**src/rtl/game_round_ctrl.sv**
```systemverilog
`default_nettype none
// ============================================================================
// game_round_ctrl : 1 Hz whack-a-mole round sequencer (ready/play/warn/over)
// Rev 1.0
// ============================================================================
module game_round_ctrl #(
  parameter int READY_SEC = 3,
  parameter int WARN_SEC  = 10,
  parameter int HOLD_SEC  = 5
) (
  input  logic       clk_1Hz,
  input  logic       reset,
  input  logic       start,
  input  logic       pause,
  input  logic [5:0] time_left,
  input  logic [7:0] score,
  output logic       timer_enable,
  output logic       timer_rst_n,
  output logic [2:0] phase,
  output logic [1:0] ready_cnt,
  output logic [3:0] elapsed_tens,
  output logic [3:0] elapsed_ones,
  output logic       warn_blink,
  output logic       game_over,
  output logic [7:0] high_score
);

  typedef enum logic [2:0] {
    S_IDLE  = 3'd0,
    S_READY = 3'd1,
    S_PLAY  = 3'd2,
    S_WARN  = 3'd3,
    S_OVER  = 3'd4
  } phase_t;

  localparam logic [1:0] READY_INIT = 2'(READY_SEC);
  localparam logic [3:0] HOLD_INIT  = 4'(HOLD_SEC);
  localparam logic [5:0] WARN_LEVEL = 6'(WARN_SEC);

  phase_t     phase_q;
  logic [1:0] ready_q;
  logic [3:0] tens_q, ones_q;
  logic [3:0] tens_d, ones_d;
  logic [3:0] hold_q;
  logic       blink_q;
  logic       en_q;
  logic       rstn_q;
  logic       over_q;
  logic [7:0] high_q;

  // Saturating BCD increment of the elapsed-seconds display
  always_comb begin
    tens_d = tens_q;
    ones_d = ones_q;
    if (ones_q == 4'd9) begin
      if (tens_q != 4'd9) begin
        ones_d = 4'd0;
        tens_d = tens_q + 4'd1;
      end
    end else begin
      ones_d = ones_q + 4'd1;
    end
  end

  always_ff @(posedge clk_1Hz or negedge reset) begin
    if (!reset) begin
      phase_q <= S_IDLE;
      ready_q <= 2'd0;
      tens_q  <= 4'd0;
      ones_q  <= 4'd0;
      hold_q  <= 4'd0;
      blink_q <= 1'b0;
      en_q    <= 1'b0;
      rstn_q  <= 1'b0;
      over_q  <= 1'b0;
      high_q  <= 8'd0;
    end else begin
      case (phase_q)
        S_IDLE: begin
          en_q    <= 1'b0;
          rstn_q  <= 1'b0;
          ready_q <= 2'd0;
          tens_q  <= 4'd0;
          ones_q  <= 4'd0;
          blink_q <= 1'b0;
          over_q  <= 1'b0;
          if (start) begin
            phase_q <= S_READY;
            ready_q <= READY_INIT;
            rstn_q  <= 1'b1;
          end
        end

        S_READY: begin
          if (ready_q <= 2'd1) begin
            phase_q <= S_PLAY;
            ready_q <= 2'd0;
            en_q    <= 1'b1;
          end else begin
            ready_q <= ready_q - 2'd1;
          end
        end

        S_PLAY, S_WARN: begin
          // Expiry outranks pause so a paused final second still ends the round
          if (time_left == 6'd0) begin
            phase_q <= S_OVER;
            en_q    <= 1'b0;
            over_q  <= 1'b1;
            blink_q <= 1'b0;
            hold_q  <= HOLD_INIT;
            if (score > high_q) begin
              high_q <= score;
            end
          end else if (pause) begin
            en_q <= 1'b0;
          end else begin
            en_q   <= 1'b1;
            tens_q <= tens_d;
            ones_q <= ones_d;
            if (phase_q == S_WARN) begin
              blink_q <= ~blink_q;
            end else if (time_left <= WARN_LEVEL) begin
              phase_q <= S_WARN;
              blink_q <= 1'b1;
            end
          end
        end

        S_OVER: begin
          en_q    <= 1'b0;
          blink_q <= 1'b0;
          if (hold_q <= 4'd1) begin
            phase_q <= S_IDLE;
            over_q  <= 1'b0;
            rstn_q  <= 1'b0;
            tens_q  <= 4'd0;
            ones_q  <= 4'd0;
          end else begin
            hold_q <= hold_q - 4'd1;
          end
        end

        default: begin
          phase_q <= S_IDLE;
          ready_q <= 2'd0;
          tens_q  <= 4'd0;
          ones_q  <= 4'd0;
          hold_q  <= 4'd0;
          blink_q <= 1'b0;
          en_q    <= 1'b0;
          rstn_q  <= 1'b0;
          over_q  <= 1'b0;
        end
      endcase
    end
  end

  assign phase        = phase_q;
  assign ready_cnt    = ready_q;
  assign elapsed_tens = tens_q;
  assign elapsed_ones = ones_q;
  assign warn_blink   = blink_q;
  assign timer_enable = en_q;
  assign timer_rst_n  = rstn_q;
  assign game_over    = over_q;
  assign high_score   = high_q;

endmodule
`default_nettype wire
```
**config.mk**
```make
export PLATFORM = sky130hd
export DESIGN_NAME = game_round_ctrl
export DESIGN_NICKNAME = d
export VERILOG_FILES = /design/src/rtl/game_round_ctrl.sv
export SDC_FILE = /design/constraint.sdc
export NUM_CORES = 1
export LEC_CHECK = 0
export CORE_ASPECT_RATIO = 1.5
export CORE_MARGIN = 8
export CORE_UTILIZATION = 45
export DETAILED_ROUTE_END_ITERATION = 6
export PLACE_DENSITY_LB_ADDON = 0.15
export SYNTH_ARGS = -nofsm -noshare
export SYNTH_HDL_FRONTEND = slang
export SYNTH_SLANG_ARGS = --single-unit
```
**constraint.sdc**
```tcl
create_clock -name clk_1Hz -period 1.71 [get_ports clk_1Hz]
set_input_delay 0.2565 -clock clk_1Hz [delete_from_list [all_inputs] [get_ports clk_1Hz]]
set_output_delay 0.2565 -clock clk_1Hz [all_outputs]
set_load 0.01 [all_outputs]
```
==> results of run 1 <==
## final cells by class
cell class              instances  area, sq um  area share [%]
clock buffers                   8         90.1            3.22
inverters                      19         71.3            2.55
multi-input cells             131         1120            40.1
flip-flops and latches         29          729            26.1
well taps                      45         56.3            2.02
repair buffers                 83          726            26.0
## layer usage
layer | up-vias | wire (um) | track usage (%)
li1 | 828 | - | -
met1 | 838 | 1950 | 17.4
met2 | 41 | 2640 | 29.3
met3 | 12 | 262 | 4.31
met4 | 0 | 138 | 6.30
met5 | - | 0 | 0
## worst max-delay path, delay by kind of cell
kind                       cells  cell delay (ns)
AOI/OAI and AO/OA              2             0.37
adders and majority gates      1             0.22
muxes                          1             0.31
and+or+nand+nor                2             0.33
buffers and inverters          2             0.60
## registers in the layout, indices dropped and copies added (netlist names)
name,cells
high_score,8
elapsed_ones,4
elapsed_tens,4
hold_q,4
phase,3
ready_cnt,2
game_over,1
timer_enable,1
timer_rst_n,1
warn_blink,1
## path summary, 6_finish.rpt
| kind | to | slack (ns) | cells after the start |
|---|---|---|---|
| max | high_score[1]$_DFFE_PN0P_ | -0.23 | 8 |
| min | elapsed_tens[0]$_DFFE_PN0P_ | 0.36 | 2 |
| max reg2reg | high_score[1]$_DFFE_PN0P_ | -0.22 | 8 |
| min reg2reg | elapsed_tens[3]$_DFFE_PN0P_ | 0.53 | 1 |
| max in group asynchronous | hold_q[0]$_DFFE_PN0P_ | 1.03 | 2 |
| min in group clk_1Hz | high_score[1]$_DFFE_PN0P_ | 0.36 | 2 |
## timing repair
item,4_1_cts,5_1_grt
hold endpoints to repair,0,0
setup endpoints to repair,18,22
resized for setup,21,13
pin swaps,12,3
setup buffers,4,3
## logic make-up after synthesis
family                   synth area share (%)
buffers and inverters                    6.25
multiplexers                             9.72
adder cells (fa/ha/maj)                  9.72
flip-flops                               40.3
AO/OA/AOI/OAI                            18.7
AND/OR/NAND/NOR                          15.3
## report_power, final
| part | total (mW) | leakage, nW | switching [mW] | internal, mW |
|---|---|---|---|---|
| clock network | 0.585 | 0.0455 | 0.257 | 0.328 |
| logic | 1.60 | 0.870 | 0.711 | 0.890 |
| registers | 1.05 | 0.358 | 0.178 | 0.873 |
## metrics by stage
step / std cells / setup TNS, ns / instance area (sq um) / hold WS, ns / util [%]
2_1_floorplan: 186 / -1.73 / 1880 / -0.0391 / -
3_3_place_gp: 300 / -8.39 / 2560 / 0.491 / 65.9
3_5_place_dp: 300 / -9.66 / 2560 / 0.504 / 65.9
4_1_cts: 312 / -1.80 / 2730 / 0.363 / 70.3
5_1_grt: 315 / -2.79 / 2790 / 0.375 / 71.8
6_report: 315 / -1.78 / 2790 / 0.357 / 71.8
## Yosys cell counts (2+ instances only)
library cell and n:
a211oi_1 2, a21o_1 2, a21oi_1 12, a22o_1 2
a31oi_1 3, buf_2 3, clkbuf_1 2, dfrtp_1 29
ha_1 14, inv_1 19, mux2_2 4, mux2_4 8
nand2_1 11, nand2b_1 3, nand3_1 2, nand4_1 2
nor2_1 15, nor2b_1 3, nor3_1 2, o21ai_0 17
o22ai_1 2, o31ai_1 7, or3_1 2
==> results.sh, run 1 <==
export IMPL_status="complete, but fails checks"
export IMPL_violations="setup timing"
export IMPL_fin_skew_ns=0.00412
export IMPL_max_freq_mhz=517
export IMPL_die_area_sq_um=6330
export IMPL_synth_cell_types=43
export IMPL_chipHeight_um=93.5
export IMPL_cp_slowest_cell="clkdlybuf4s50_1"
export IMPL_fp_row_count=28
export IMPL_crit_fanout=8
export IMPL_synth_flop_cell="dfrtp_1"
export IMPL_r2r_start="high_score[1]$_DFFE_PN0P_"
export IMPL_postCtsHoldBufs=0
export IMPL_final_antenna_net_count=0
export IMPL_route_detailed_drc=0
export IMPL_post_place_ws_ns=-0.674
export IMPL_cap_violations=0
export IMPL_drive_above_1_share_pct=33.7
export IMPL_clock_latency_ns=0.28
export IMPL_nNetsFinal=301
export IMPL_path_clk_slew_ns=0.06
export IMPL_vias=1719
export IMPL_cp_arrival_ns=2.10
export IMPL_final_common_cell="buf_4"
export IMPL_ios=43
export IMPL_required_ns=1.87
export IMPL_yosysTopAreaCellShare_pct=40.2
export IMPL_grt_setup_unrepaired="yes"
export IMPL_finalMaxSlewViolations=0
export IMPL_ir_drop_uv=934
export IMPL_n_antenna_cell=0
export IMPL_wl_per_cell_um=15.9
export IMPL_min_path_type="in2async"
export IMPL_syn_nets=218
export IMPL_gp_congestion=0.804
export IMPL_min_period_ns=1.94
export IMPL_tritoncts="built"
export IMPL_power_mw=3.24
export IMPL_numCtsBuffers=5
export IMPL_grt_use_total_pct=16.4
export IMPL_antenna_found_initial=0
export IMPL_initial_utilization_pct=46.4
export IMPL_synth_edf_count=0
export IMPL_syn_inst=186
export IMPL_core_area_sq_um=3890
export IMPL_numPortBuffers=42
export IMPL_place_hpwl_mm=3.76
export IMPL_synth_top_cells_by_area="dfrtp_1, ha_1, mux2_4"
export IMPL_power_per_cell_area_nw_per_um2=1160
export IMPL_critical_path_max_stage_delay_ns=0.44
export IMPL_worst_pin_slew_ns=0.384
export IMPL_dieWidth_um=67.7
export IMPL_syn_area_sq_um=1800
export IMPL_fill_cells=301
export IMPL_drt_vias_per_instance=5.46
export IMPL_crit_path_end_kind="flip-flop"
export IMPL_setup_viol=9
export IMPL_cp_start_kind="primary input"
export IMPL_p_leak_nw=1.27
export IMPL_synth_top_area_cell="dfrtp_1"
export IMPL_grt_max_degree=30
export IMPL_drtIter0Drc=83
export IMPL_clock_sinks=29
export IMPL_synth_area_per_cell_sq_um=9.69
export IMPL_grt_ovfl_total=0
export IMPL_grt_pass1_vias=1763
export IMPL_ys_seq_area_share_pct=40.2
export IMPL_layout_common_cells="buf_4, clkdlybuf4s50_1, dfrtp_1"
export IMPL_cts_htree_levels=2
export IMPL_dr_pass1_iters=4
export IMPL_area_growth_pct=55.0
export IMPL_path_cells="clkdlybuf4s50_1, ha_1, a211oi_2, nor2_2, nor4bb_2, a2111o_1, buf_6, mux2_4"
export IMPL_post_route_period_util_pct=113
export IMPL_hold_viol_final=0
export IMPL_clk_path_buf_depth=2
export IMPL_timing_final_ws_setup_ns=-0.225
export IMPL_ys_warn_count=0
export IMPL_timing_critical_path_from="score[4]"
export IMPL_grt_pass1_wl_mm=8.06
export IMPL_path_class="in2reg"
export IMPL_synth_seq_cells=29
export IMPL_wl_mm=5.00
export IMPL_async_flop_share_pct=100
export IMPL_cts_root_buffer="clkbuf_8"
export IMPL_relSlewSlack_pct=74.1
(Power assumes the default switching activity.)
==> run 2, diff against run 1 <==
- CORE_UTILIZATION: 45 -> 50
- GPL_ROUTABILITY_DRIVEN: not set -> 0
- clock period: 1.71 -> 2.4 ns (I/O delays scaled with it)
==> run 2 against run 1 <==
- the run now ends clean
- worst setup slack improved by 0.44 ns
- largest cell class unchanged
- critical path depth did not move
- combinational power fell by 47%
- sequential cell count did not move
- largest power group unchanged
==> results.sh, run 2 (synthesis gave the netlist of run 1 again) <==
export IMPL_min_period_ns=2.19
export IMPL_drt_vias_per_instance=5.63
export IMPL_path_buf_inv=2
export IMPL_placed_cells=272
export IMPL_place_hpwl_mm=3.46
export IMPL_area_growth_pct=32.6
export IMPL_drive_above_1_share_pct=13.9
export IMPL_cp_top_family="buffers and inverters"
export IMPL_initial_utilization_pct=52.8
export IMPL_pwr_share_clk_pct=19.4
export IMPL_n_antenna_cell=0
export IMPL_hold_viol_final=0
export IMPL_swShare_pct=36.3
export IMPL_path_clk_slew_ns=0.07
export IMPL_cp_start_kind="primary input"
export IMPL_stdcell_count=280
export IMPL_route_detailed_drc=0
export IMPL_clock_latency_ns=0.28
export IMPL_clk_path_buf_depth=2
export IMPL_r2r_cells=7
export IMPL_p_leak_nw=1.08
export IMPL_die_area_sq_um=5820
export IMPL_fill_cells=290
export IMPL_tritoncts="built"
export IMPL_p_seq_share_pct=38.0
export IMPL_grt_max_degree=30
export IMPL_path_class="in2reg"
export IMPL_numPortBuffers=42
export IMPL_chipHeight_um=89.5
export IMPL_finalMaxSlewViolations=0
export IMPL_final_common_cell="clkdlybuf4s50_1"
export IMPL_cts_setup_buffers=0
export IMPL_relSlewSlack_pct=65.5
export IMPL_vias=1576
export IMPL_layout_common_cells="clkdlybuf4s50_1, dfrtp_1, inv_1"
export IMPL_dieWidth_um=65.0
export IMPL_worst_pin_slew_ns=0.516
export IMPL_cts_htree_levels=2
export IMPL_grt_pass1_vias=1659
export IMPL_critical_path_max_stage_delay_ns=0.44
export IMPL_wl_per_cell_um=16.4
export IMPL_setup_viol=0
export IMPL_ios=43
export IMPL_postCtsHoldBufs=0
export IMPL_cts_root_buffer="clkbuf_8"
export IMPL_post_route_period_util_pct=91.1
export IMPL_cp_arrival_ns=2.35
export IMPL_switching_power_mw=0.730
export IMPL_antenna_found_initial=0
export IMPL_clock_sinks=29
export IMPL_fp_row_count=26
export IMPL_power_per_cell_area_nw_per_um2=841
export IMPL_nNetsFinal=269
export IMPL_grt_setup_unrepaired="no"
export IMPL_numCtsBuffers=5
export IMPL_grt_pass1_wl_mm=7.58
export IMPL_cap_violations=0
export IMPL_fin_skew_ns=0.00675
export IMPL_critical_path_depth=8
export IMPL_status="complete, no violations"
export IMPL_crit_path_end_kind="flip-flop"
export IMPL_grt_use_total_pct=16.6
export IMPL_post_route_cell_area_sq_um=2390
export IMPL_drtIter0Drc=59
export IMPL_dpl_instance_area_sq_um=2300
export IMPL_crit_fanout=4
export IMPL_path_cells="clkdlybuf4s50_1, ha_1, a211oi_1, nor2_1, nor4bb_1, a2111o_1, buf_4, mux2_4"
export IMPL_dr_pass1_iters=4
export IMPL_min_path_type="in2async"
export IMPL_cp_slowest_cell="clkdlybuf4s50_1"
export IMPL_max_freq_mhz=457
export IMPL_core_area_sq_um=3420
export IMPL_hold_slack_ns=0.462
export IMPL_tns_ns=0
export IMPL_required_ns=2.56
export IMPL_p_comb_share_pct=42.6
export IMPL_wl_mm=4.59
export IMPL_final_antenna_net_count=0
export IMPL_ir_drop_uv=492
export IMPL_final_util_pct=70.0
export IMPL_p_int_mw=1.28
export IMPL_grt_ovfl_total=0
export IMPL_largest_reg_flops=8
==> run 2: final cells by class <==
class                   count  area, sq um  share of cell area (%)
well taps                  42         52.6                    2.20
multi-input cells         131          971                    40.6
clock buffers               6         72.6                    3.04
flip-flops and latches     29          726                    30.4
repair buffers             51          488                    20.4
inverters                  19         71.3                    2.98
clock inverters             2         10.0                   0.419
==> run 2: layer usage <==
metal / global-route usage, % / up-vias / routed length (um)
met5: 0 / - / 0
met2: 30.9 / 45 / 2410
met1: 15.9 / 751 / 1770
met3: 5.90 / 11 / 307
met4: 7.57 / 0 / 102
li1: - / 769 / -
==> run 2: worst paths after layout <==
path	from	endpoint	slack, ns
min reg2reg	elapsed_tens[3]$_DFFE_PN0P_	elapsed_tens[3]$_DFFE_PN0P_	0.52
min in group clk_1Hz	elapsed_tens[3]$_DFFE_PN0P_	elapsed_tens[3]$_DFFE_PN0P_	0.52
max in group asynchronous	reset	high_score[1]$_DFFE_PN0P_	1.66
max reg2reg	hold_q[0]$_DFFE_PN0P_	elapsed_tens[3]$_DFFE_PN0P_	0.22
max	score[5]	high_score[7]$_DFFE_PN0P_	0.21
min	reset	elapsed_ones[2]$_DFFE_PN0P_	0.46
==> run 2: power by group through the flow <==
| stage | registers (mW) | logic, mW | clock network (mW) |
|---|---|---|---|
| 3_3_place_gp | 0.761 | 0.820 | 0 |
| 6_report | 0.764 | 0.856 | 0.391 |
| 4_1_cts | 0.763 | 0.868 | 0.402 |
| 5_1_grt | 0.786 | 0.951 | 0.418 |
| 3_5_place_dp | 0.770 | 0.856 | 0 |
| 2_1_floorplan | 0.795 | 0.406 | 0 |
==> run 2: timing repair <==
item	4_1_cts	5_1_grt
endpoints found under the hold margin	0	0
setup endpoints to repair	0	2
resized for setup	0	1
==> run 2: metrics by stage <==
stage               total power [mW]  setup slack, ns
finish                          2.01            0.213
global route                    2.16           0.0564
CTS                             2.03            0.111
detailed placement              1.63          -0.0572
global placement                1.58         -0.00765
floorplan                       1.20            0.418
